$ cat src/rtl/ip_if_pkg.sv
// ip_if_pkg: shared constants for the IP write channel.
//   DATA_W     default write-data width
//   IDLE/SEND  output FSM state encoding
//   clog2      ceil(log2(v)), used to size pointers and the level output
package ip_if_pkg;
  localparam int DATA_W = 32;
  localparam logic IDLE = 1'b0;
  localparam logic SEND = 1'b1;
  function automatic int clog2(input int v);
    int r;
    r = 0;
    while ((1 << r) < v) r++;
    return r;
  endfunction
endpackage

$ cat src/rtl/ip_wr_fifo.sv
// ip_wr_fifo: DEPTH-entry FIFO holding IP writes between the pipeline and the output register.
//   clk      rising-edge clock
//   rst      asynchronous active-low reset of pointers and level
//   push     write wr_data at the tail (ignored while full)
//   pop      remove the head (ignored while empty)
//   wr_data  word to push
//   rd_data  current head word
//   level    number of stored words
//   full     level == DEPTH
//   empty    level == 0
module ip_wr_fifo import ip_if_pkg::*; #(
  parameter int DATA_W = 32,
  parameter int DEPTH  = 4,
  parameter int LVL_W  = clog2(DEPTH + 1)
) (
  input  logic              clk,
  input  logic              rst,
  input  logic              push,
  input  logic              pop,
  input  logic [DATA_W-1:0] wr_data,
  output logic [DATA_W-1:0] rd_data,
  output logic [LVL_W-1:0]  level,
  output logic              full,
  output logic              empty
);
  localparam int PTR_W = clog2(DEPTH);
  logic [DATA_W-1:0] mem_q [DEPTH];
  logic [PTR_W-1:0]  wr_ptr_q, wr_ptr_d, rd_ptr_q, rd_ptr_d;
  logic [LVL_W-1:0]  level_q, level_d;
  logic              push_ok, pop_ok;
  assign full    = level_q == LVL_W'(DEPTH);
  assign empty   = level_q == '0;
  assign level   = level_q;
  assign rd_data = mem_q[rd_ptr_q];
  assign push_ok = push & ~full;
  assign pop_ok  = pop & ~empty;
  // DEPTH is a power of two, so pointer wrap is the natural PTR_W-bit rollover
  always_comb begin
    wr_ptr_d = push_ok ? wr_ptr_q + 1'b1 : wr_ptr_q;
    rd_ptr_d = pop_ok ? rd_ptr_q + 1'b1 : rd_ptr_q;
    level_d  = level_q + LVL_W'(push_ok) - LVL_W'(pop_ok);
  end
  always_ff @(posedge clk or negedge rst) begin
    if (!rst) begin
      wr_ptr_q <= '0;
      rd_ptr_q <= '0;
      level_q  <= '0;
    end else begin
      wr_ptr_q <= wr_ptr_d;
      rd_ptr_q <= rd_ptr_d;
      level_q  <= level_d;
    end
  end
  // storage needs no reset: only entries below level are ever read out
  always_ff @(posedge clk) begin
    if (push_ok) mem_q[wr_ptr_q] <= wr_data;
  end
endmodule

$ cat src/rtl/ip_write_rx.sv
// ip_write_rx: buffers writeback-stage IP writes and hands them to the IP slave over valid/ready.
//   clk          rising-edge clock
//   rst          asynchronous active-low reset
//   wb_data      write data from MEM/WB
//   wb_ip_write  push wb_data this cycle
//   wb_stall     FIFO full, pipeline must hold MEM/WB
//   ip_valid     ip_data is valid
//   ip_data      output word, held until accepted
//   ip_ready     IP slave accepts the word
//   fifo_level   words queued, excluding the output register
//   overflow     sticky: a push was attempted while full
module ip_write_rx import ip_if_pkg::*; #(
  parameter int DATA_W = ip_if_pkg::DATA_W,
  parameter int DEPTH  = 4,
  parameter int LVL_W  = clog2(DEPTH + 1)
) (
  input  logic              clk,
  input  logic              rst,
  input  logic [DATA_W-1:0] wb_data,
  input  logic              wb_ip_write,
  output logic              wb_stall,
  output logic              ip_valid,
  output logic [DATA_W-1:0] ip_data,
  input  logic              ip_ready,
  output logic [LVL_W-1:0]  fifo_level,
  output logic              overflow
);
  logic              state_q, state_d;
  logic [DATA_W-1:0] data_q, data_d;
  logic              ovf_q, ovf_d;
  logic [DATA_W-1:0] head;
  logic              full, empty, pop;
  ip_wr_fifo #(.DATA_W(DATA_W), .DEPTH(DEPTH), .LVL_W(LVL_W)) u_fifo (
    .clk     (clk),
    .rst     (rst),
    .push    (wb_ip_write),
    .pop     (pop),
    .wr_data (wb_data),
    .rd_data (head),
    .level   (fifo_level),
    .full    (full),
    .empty   (empty)
  );
  assign wb_stall = full;
  assign ip_valid = state_q == SEND;
  assign ip_data  = data_q;
  assign overflow = ovf_q;
  // the output register is free when idle or when its word is being accepted
  assign pop = ~empty & (state_q == IDLE | ip_ready);
  always_comb begin
    state_d = pop ? SEND : (state_q == SEND && ip_ready) ? IDLE : state_q;
    data_d  = pop ? head : data_q;
    ovf_d   = ovf_q | (wb_ip_write & full);
  end
  always_ff @(posedge clk or negedge rst) begin
    if (!rst) begin
      state_q <= IDLE;
      data_q  <= '0;
      ovf_q   <= 1'b0;
    end else begin
      state_q <= state_d;
      data_q  <= data_d;
      ovf_q   <= ovf_d;
    end
  end
endmodule
$ cat config.mk
export PLATFORM = sky130hd
export DESIGN_NAME = ip_write_rx
export DESIGN_NICKNAME = d
export VERILOG_FILES = /design/src/rtl/ip_if_pkg.sv /design/src/rtl/ip_wr_fifo.sv /design/src/rtl/ip_write_rx.sv
export SDC_FILE = /design/constraint.sdc
export NUM_CORES = 1
export LEC_CHECK = 0
export BUFFER_PORTS_ARGS = -buffer_cell sky130_fd_sc_hd__buf_2
export CAP_MARGIN = 40
export CORE_MARGIN = 3
export CORE_UTILIZATION = 38
export DETAILED_ROUTE_END_ITERATION = 10
export PLACE_DENSITY = 0.52
export SETUP_SLACK_MARGIN = 0.5
export SLEW_MARGIN = 0
export SYNTH_ARGS = -nofsm -noshare
export SYNTH_HDL_FRONTEND = slang
export SYNTH_SLANG_ARGS = --single-unit
$ cat constraint.sdc
create_clock -name clk -period 6.15 [get_ports clk]
set_input_delay 0.9225 -clock clk [delete_from_list [all_inputs] [get_ports clk]]
set_output_delay 0.9225 -clock clk [all_outputs]
set_load 0.05 [all_outputs]
* After elaboration in Yosys (flattened, before gate mapping)
Memory sizes are Yosys's and may differ from the RTL's. A register that Yosys moved wholly into a read port is not among the register bits.
Index checks and enable logic that the tools add are counted.
Widths: inputs -> output; s select.
** Word-level totals
- Output and inout port bits :: 38
- Memories kept :: 1
- Bits in latches :: 0
- Logic and storage cells :: 28
- Bits in writable memories :: 128
- Register bits after elaboration :: 9
- Memory bits (read-only) :: 0
** Cells by class
- Equality and inequality tests :: 1
- Divide/modulo/power cells :: 0
- $lt $le $gt $ge :: 0
- $add $sub $neg :: 4
- Multiply operators :: 0
- Shifts and indexed selects :: 0
- Bitwise logic cells :: 9
- Multiplexer cells :: 4
- Reductions and logical operators :: 4
** Memories
- u_fifo.mem_q :: words 4, width 32, rd ports 1, clocked after memory_dff 1, write ports 1, RTL line ip_wr_fifo.sv:27 : logic [DATA_W-1:0] mem_q [DEPTH];
** Operators with widths (count)
- $add 2x1->2 const B :: 2
- $and 1x1->1 :: 4
- $mux 1 :: 4
- $add 3x1->3 :: 1
- $eq 3x3->1 const B :: 1
- $logic_not 3->1 :: 1
- $not 1->1 :: 3
- $sub 3x1->3 :: 1
- $or 1x1->1 :: 2
- $reduce_bool 2->1 :: 1
- $logic_and 1x1->1 :: 1
- $logic_not 1->1 :: 1

* Longest topological paths before layout
- Word-level depth :: 5
- Gate-level depth with buffers :: 8

* Hierarchy
Synthesis repeated with hierarchy kept, for this count alone.
** Unflattened totals
- Cell total of the unflattened synthesis :: 283
- Area total of the unflattened synthesis :: 6419.9 µm²
** Modules (own cells, without submodules)
- ip_wr_fifo :: cells an instance 209, area an instance 5138.7 µm², instances 1
- ip_write_rx :: cells an instance 74, area an instance 1281.2 µm², instances 1

* Worst setup path after synthesis
No wires, ideal clock.
- Path type :: reg-to-reg
- From :: reg u_fifo.level_q[2] (netlist: u_fifo.level[2])
- To :: mem u_fifo.mem_q[0][0] (enable)
- Library setup time :: 404 ps
- Arrival time :: 2759 ps
- Clock period less this slack :: 3163 ps
- Path buffers :: 1
- Slack :: 2987 ps
- Cell stages (with the launch flop) :: 5
- Path through :: dfrtp_1 nor3b_1 nor2b_1 buf_2 and2_1
** Between the ends
- Cells in the longest elaborated chain, start to end :: 5
** Ends and longest elaborated chain
- from (decl) :: RTL line ip_wr_fifo.sv:29 : logic [LVL_W-1:0] level_q, level_d;
- from (signal assigned) :: RTL line ip_wr_fifo.sv:51 : level_q <= level_d;
- $eq 3x3->1 :: RTL line ip_wr_fifo.sv:31 : assign full = level_q == LVL_W'(DEPTH);
- via wb_stall :: RTL line ip_write_rx.sv:21 : output logic wb_stall,
- $not 1->1 :: RTL line ip_wr_fifo.sv:35 : assign push_ok = push & ~full;
- $and 1x1->1 :: RTL line ip_wr_fifo.sv:35
- via u_fifo.push_ok :: RTL line ip_wr_fifo.sv:30 : logic push_ok, pop_ok;
- $mux 1 :: RTL line ip_wr_fifo.sv:56 : if (push_ok) mem_q[wr_ptr_q] <= wr_data;
- $mux 1 (implied by the code) :: RTL line ip_wr_fifo.sv:56
- to (decl) :: RTL line ip_wr_fifo.sv:27
The timed path passes the listed nets, and every way through them passes these cells.

* Final worst setup path
- From :: reg u_fifo.level_q[1] (netlist: u_fifo.level[1])
- To :: reg u_fifo.level_q[2] (netlist: u_fifo.level[2])
** Between the ends
- Cells in the longest elaborated chain, start to end :: 5
- Elaborated cells between the ends (all ways) :: 9
- Those cells by class :: add/sub (2); eq/ne (1); bitwise (5); reduce/logical (1)
** Ends and longest elaborated chain
- $eq 3x3->1 or $logic_not 3->1 (tied branches) :: RTL line ip_wr_fifo.sv:31, ip_wr_fifo.sv:32
- $not 1->1 (on tied branches) :: RTL line ip_wr_fifo.sv:35, ip_wr_fifo.sv:36, ip_write_rx.sv:49
- $and 1x1->1 (on tied branches) :: RTL line ip_wr_fifo.sv:35, ip_write_rx.sv:49
- $add 3x1->3 or $and 1x1->1 (tied branches) :: RTL line ip_wr_fifo.sv:41, ip_wr_fifo.sv:36
- $sub 3x1->3 * :: RTL line ip_wr_fifo.sv:41 : level_d = level_q + LVL_W'(push_ok) - LVL_W'(pop_ok);
- via u_fifo.level_d[2] :: RTL line ip_wr_fifo.sv:29
Mark *: on every way through the listed nets, which the timed path passes. The rest lies on a longest branch.
A chain may end at the register's enable or synchronous reset.

==> results_dict.tcl <==
set metrics [dict create \
    outcome "complete, no violations" \
    crit_chain "nor3_1, a21oi_4, buf_4, ha_1, inv_1, ha_1, fa_1, xnor2_1" \
    critPathSlowestCell "nor3_1" \
    fin_tns_setup_ns 0 \
    yosysTopAreaCellShare_pct 59.9 \
    ios 74 \
    num_rows 46 \
    crit_type "reg -> reg" \
    drive_gt1_share_pct 47.4 \
    endpoint_kind "register" \
    synth_area_leader_cell "edfxtp_1" \
    drv_slew 0 \
    grt_pass1_wl_um 17500 \
    grt_max_degree 35 \
    die_x_um 136 \
    first_pass_iters 4 \
    relSlewSlack_pct 57.2 \
    htree_num_levels 4 \
    whs_ns 0.454 \
    cp_max_fo 34 \
    seq_area_frac_synth_pct 75.9 \
    initial_utilization_pct 39.7 \
    postCtsSetupRepairBufs 0 \
    total_power_uw 4350 \
    cts-root-buf "clkbuf_16" \
    arrival_ns 2.80 \
    diodes 0 \
    area_growth_pct 21.2 \
    ys_async_sr_fraction_pct 24.3 \
    hold_buffers 0 \
    finalCriticalPeriod_ns 2.47 \
    p_per_area_nw_per_um2 560 \
    max_slew.worst_pin.slew_ns 0.642 \
    hp-class "reg -> reg" \
    drc 0 \
    setup_viol 0 \
    cts_resized 0 \
    gp_congestion 0.697 \
    clk_pin_slew_worst_paths_ns 0.06 \
    final_antenna_net_count 0 \
    worstSkewPairLatency_ns 0.41 \
    drtIter0Drc 187 \
    vias 2872 \
    syn-num-nets 320 \
    final_hold_viol_count 0 \
    core-area_um2 16200 \
    synthDistinctLibCells 23 \
    nets 408 \
    grt_pass1_vias 3108 \
    netlist_instances 277 \
    vias_per_cell 4.84 \
    synthTopCellsByArea "edfxtp_1 60%, dfrtp_1 16%, mux4_2 9.8%" \
    fin_ws_ns 3.68 \
    synth_enable_flop_cells 128 \
    cp_common_cell "ha_1" \
    startpoint_type "register" \
    p_leak_uw 0.00292 \
    port_buffers 73 \
    die_y_um 136 \
    synth.most_common_cell "edfxtp_1" \
    synth_flop_cell "edfxtp_1" \
    cp_slowest_stage_delay_ns 0.45 \
    finalCritPeriodShare_pct 40.1 \
    dieArea_um2 18500 \
    critPathBufInv 2 \
    synth-seq-cells 169 \
    fill_cells 1364 \
    gr-total-overflow 0 \
    yosys_warnings 0 \
    vdd_drop_max_v 0.000374 \
    antenna_found_initial 1 \
    syn-cell-area_um2 6410 \
    hpwl_um 7070 \
    avgSynthCellArea_um2 23.2 \
    grtUsageTotal_pct 13.1 \
    clock_sinks 169 \
    required_ns 6.48 \
    rsz0062_at_grt "false" \
    fmax_mhz 405 \
    cts_tree "yes" \
    utilization_pct 48.1 \
    critical_path.top_delay_family "adder cells" \
    drv_cap 0 \
    clockBufferDepth 2 \
    wire_per_inst_um 18.5 \
    wl_um 11000 \
    skew_ns 0.00493 \
    dpl_worst_slack_ns 3.32 \
    synth_common_cells "128 x edfxtp_1, 41 x dfrtp_1, 28 x mux4_2" \
    cts-buffers-inserted 17 \
]
kinds of logic after synthesis:
group,Yosys count,synth area share (%)
buf+inv,19,2.01
xor+xnor,5,0.683
mux,65,18.7
simple gates,10,0.995
fa+ha+maj,7,1.48
flops,169,75.9
compound gates,2,0.254
worst reg2reg max path: cells and delay by family, from the launching register on:
family / cells / cell delay, ns
DFF: 1 / 0.43
xor gates and xnor gates: 1 / 0.18
adders and majority gates: 3 / 0.93
buffers and inverters: 2 / 0.38
AOI/OAI and AO/OA: 1 / 0.03
and+or+nand+nor: 1 / 0.45
sequential cells by signal, indices dropped and copies added, names as in the netlist:
| name | cells |
|---|---|
| ip_valid | 1 |
| ip_data | 32 |
| u_fifo.mem_q | 128 |
| u_fifo.wr_ptr_q | 2 |
| overflow | 1 |
| u_fifo.level | 3 |
| u_fifo.rd_ptr_q | 2 |
worst paths after layout:
check                                           from                              to  slack, ns  cells past startpoint
max reg2reg                u_fifo.level[1]$_DFF_PN0_       u_fifo.level[2]$_DFF_PN0_       3.68                      8
max in group asynchronous                        rst  u_fifo.rd_ptr_q[1]$_DFFE_PN0P_       5.16                      2
max                        u_fifo.level[1]$_DFF_PN0_       u_fifo.level[2]$_DFF_PN0_       3.68                      8
min in group asynchronous                        rst          ip_data[7]$_DFFE_PN0P_       0.47                      1
min                               overflow$_DFF_PN0_              overflow$_DFF_PN0_       0.45                      1
min reg2reg                       overflow$_DFF_PN0_              overflow$_DFF_PN0_       0.45                      1
final cells by class:
cell class | count | area, um2 | share of cell area (%)
flip-flops and latches | 169 | 4870 | 62.7
inverters | 7 | 26.3 | 0.338
clock buffers | 26 | 542 | 6.97
clock inverters | 6 | 105 | 1.35
well taps | 216 | 270 | 3.48
multi-input cells | 89 | 1430 | 18.4
repair buffers | 81 | 531 | 6.82
per-stage QoR:
stage                     cells  instance area (um2)
after global routing        594                 7770
after detailed placement    562                 7130
after CTS                   594                 7770
final                       594                 7770
after global placement      556                 6980
after floorplan             277                 6410
report_power, final:
part / switching, uW / internal, uW / total (uW)
Combinational: 894 / 625 / 1520
Sequential: 143 / 1560 / 1710
Clock: 399 / 730 / 1130
Total: 1440 / 2920 / 4350
per-layer routing:
layer	global-route usage (%)	share of wire (%)	vias to the layer above	wire (um)
li1	-	-	1287	-
met1	17.0	44	1501	4800
met2	20.2	50	68	5480
met3	5.22	4.9	14	538
met4	4.20	1.2	2	136
met5	0	0.12	-	13
placed cells by master, fill, tap and decap left out:
cell type  count
edfxtp_1     128
buf_2         73
dfrtp_1       39
mux4_2        28
mux2_4        24
clkbuf_16     19
mux2_2         9
inv_1          7
ha_1           6
and2_2         4
mux4_1         4
clkbuf_8       4
buf_16         4
xor2_1         3
bufinv_16      3
clkinv_2       3
clkbuf_1       3
xnor2_1        2
buf_12         2
buf_4          2
dfrtp_2        2
nor3b_1        1
nor2b_1        1
a21o_1         1
nor3_1         1
a21oi_4        1
nand2b_1       1
nand2_1        1
and3b_2        1
fa_1           1
Note: power is estimated with default switching activity, not from simulation.
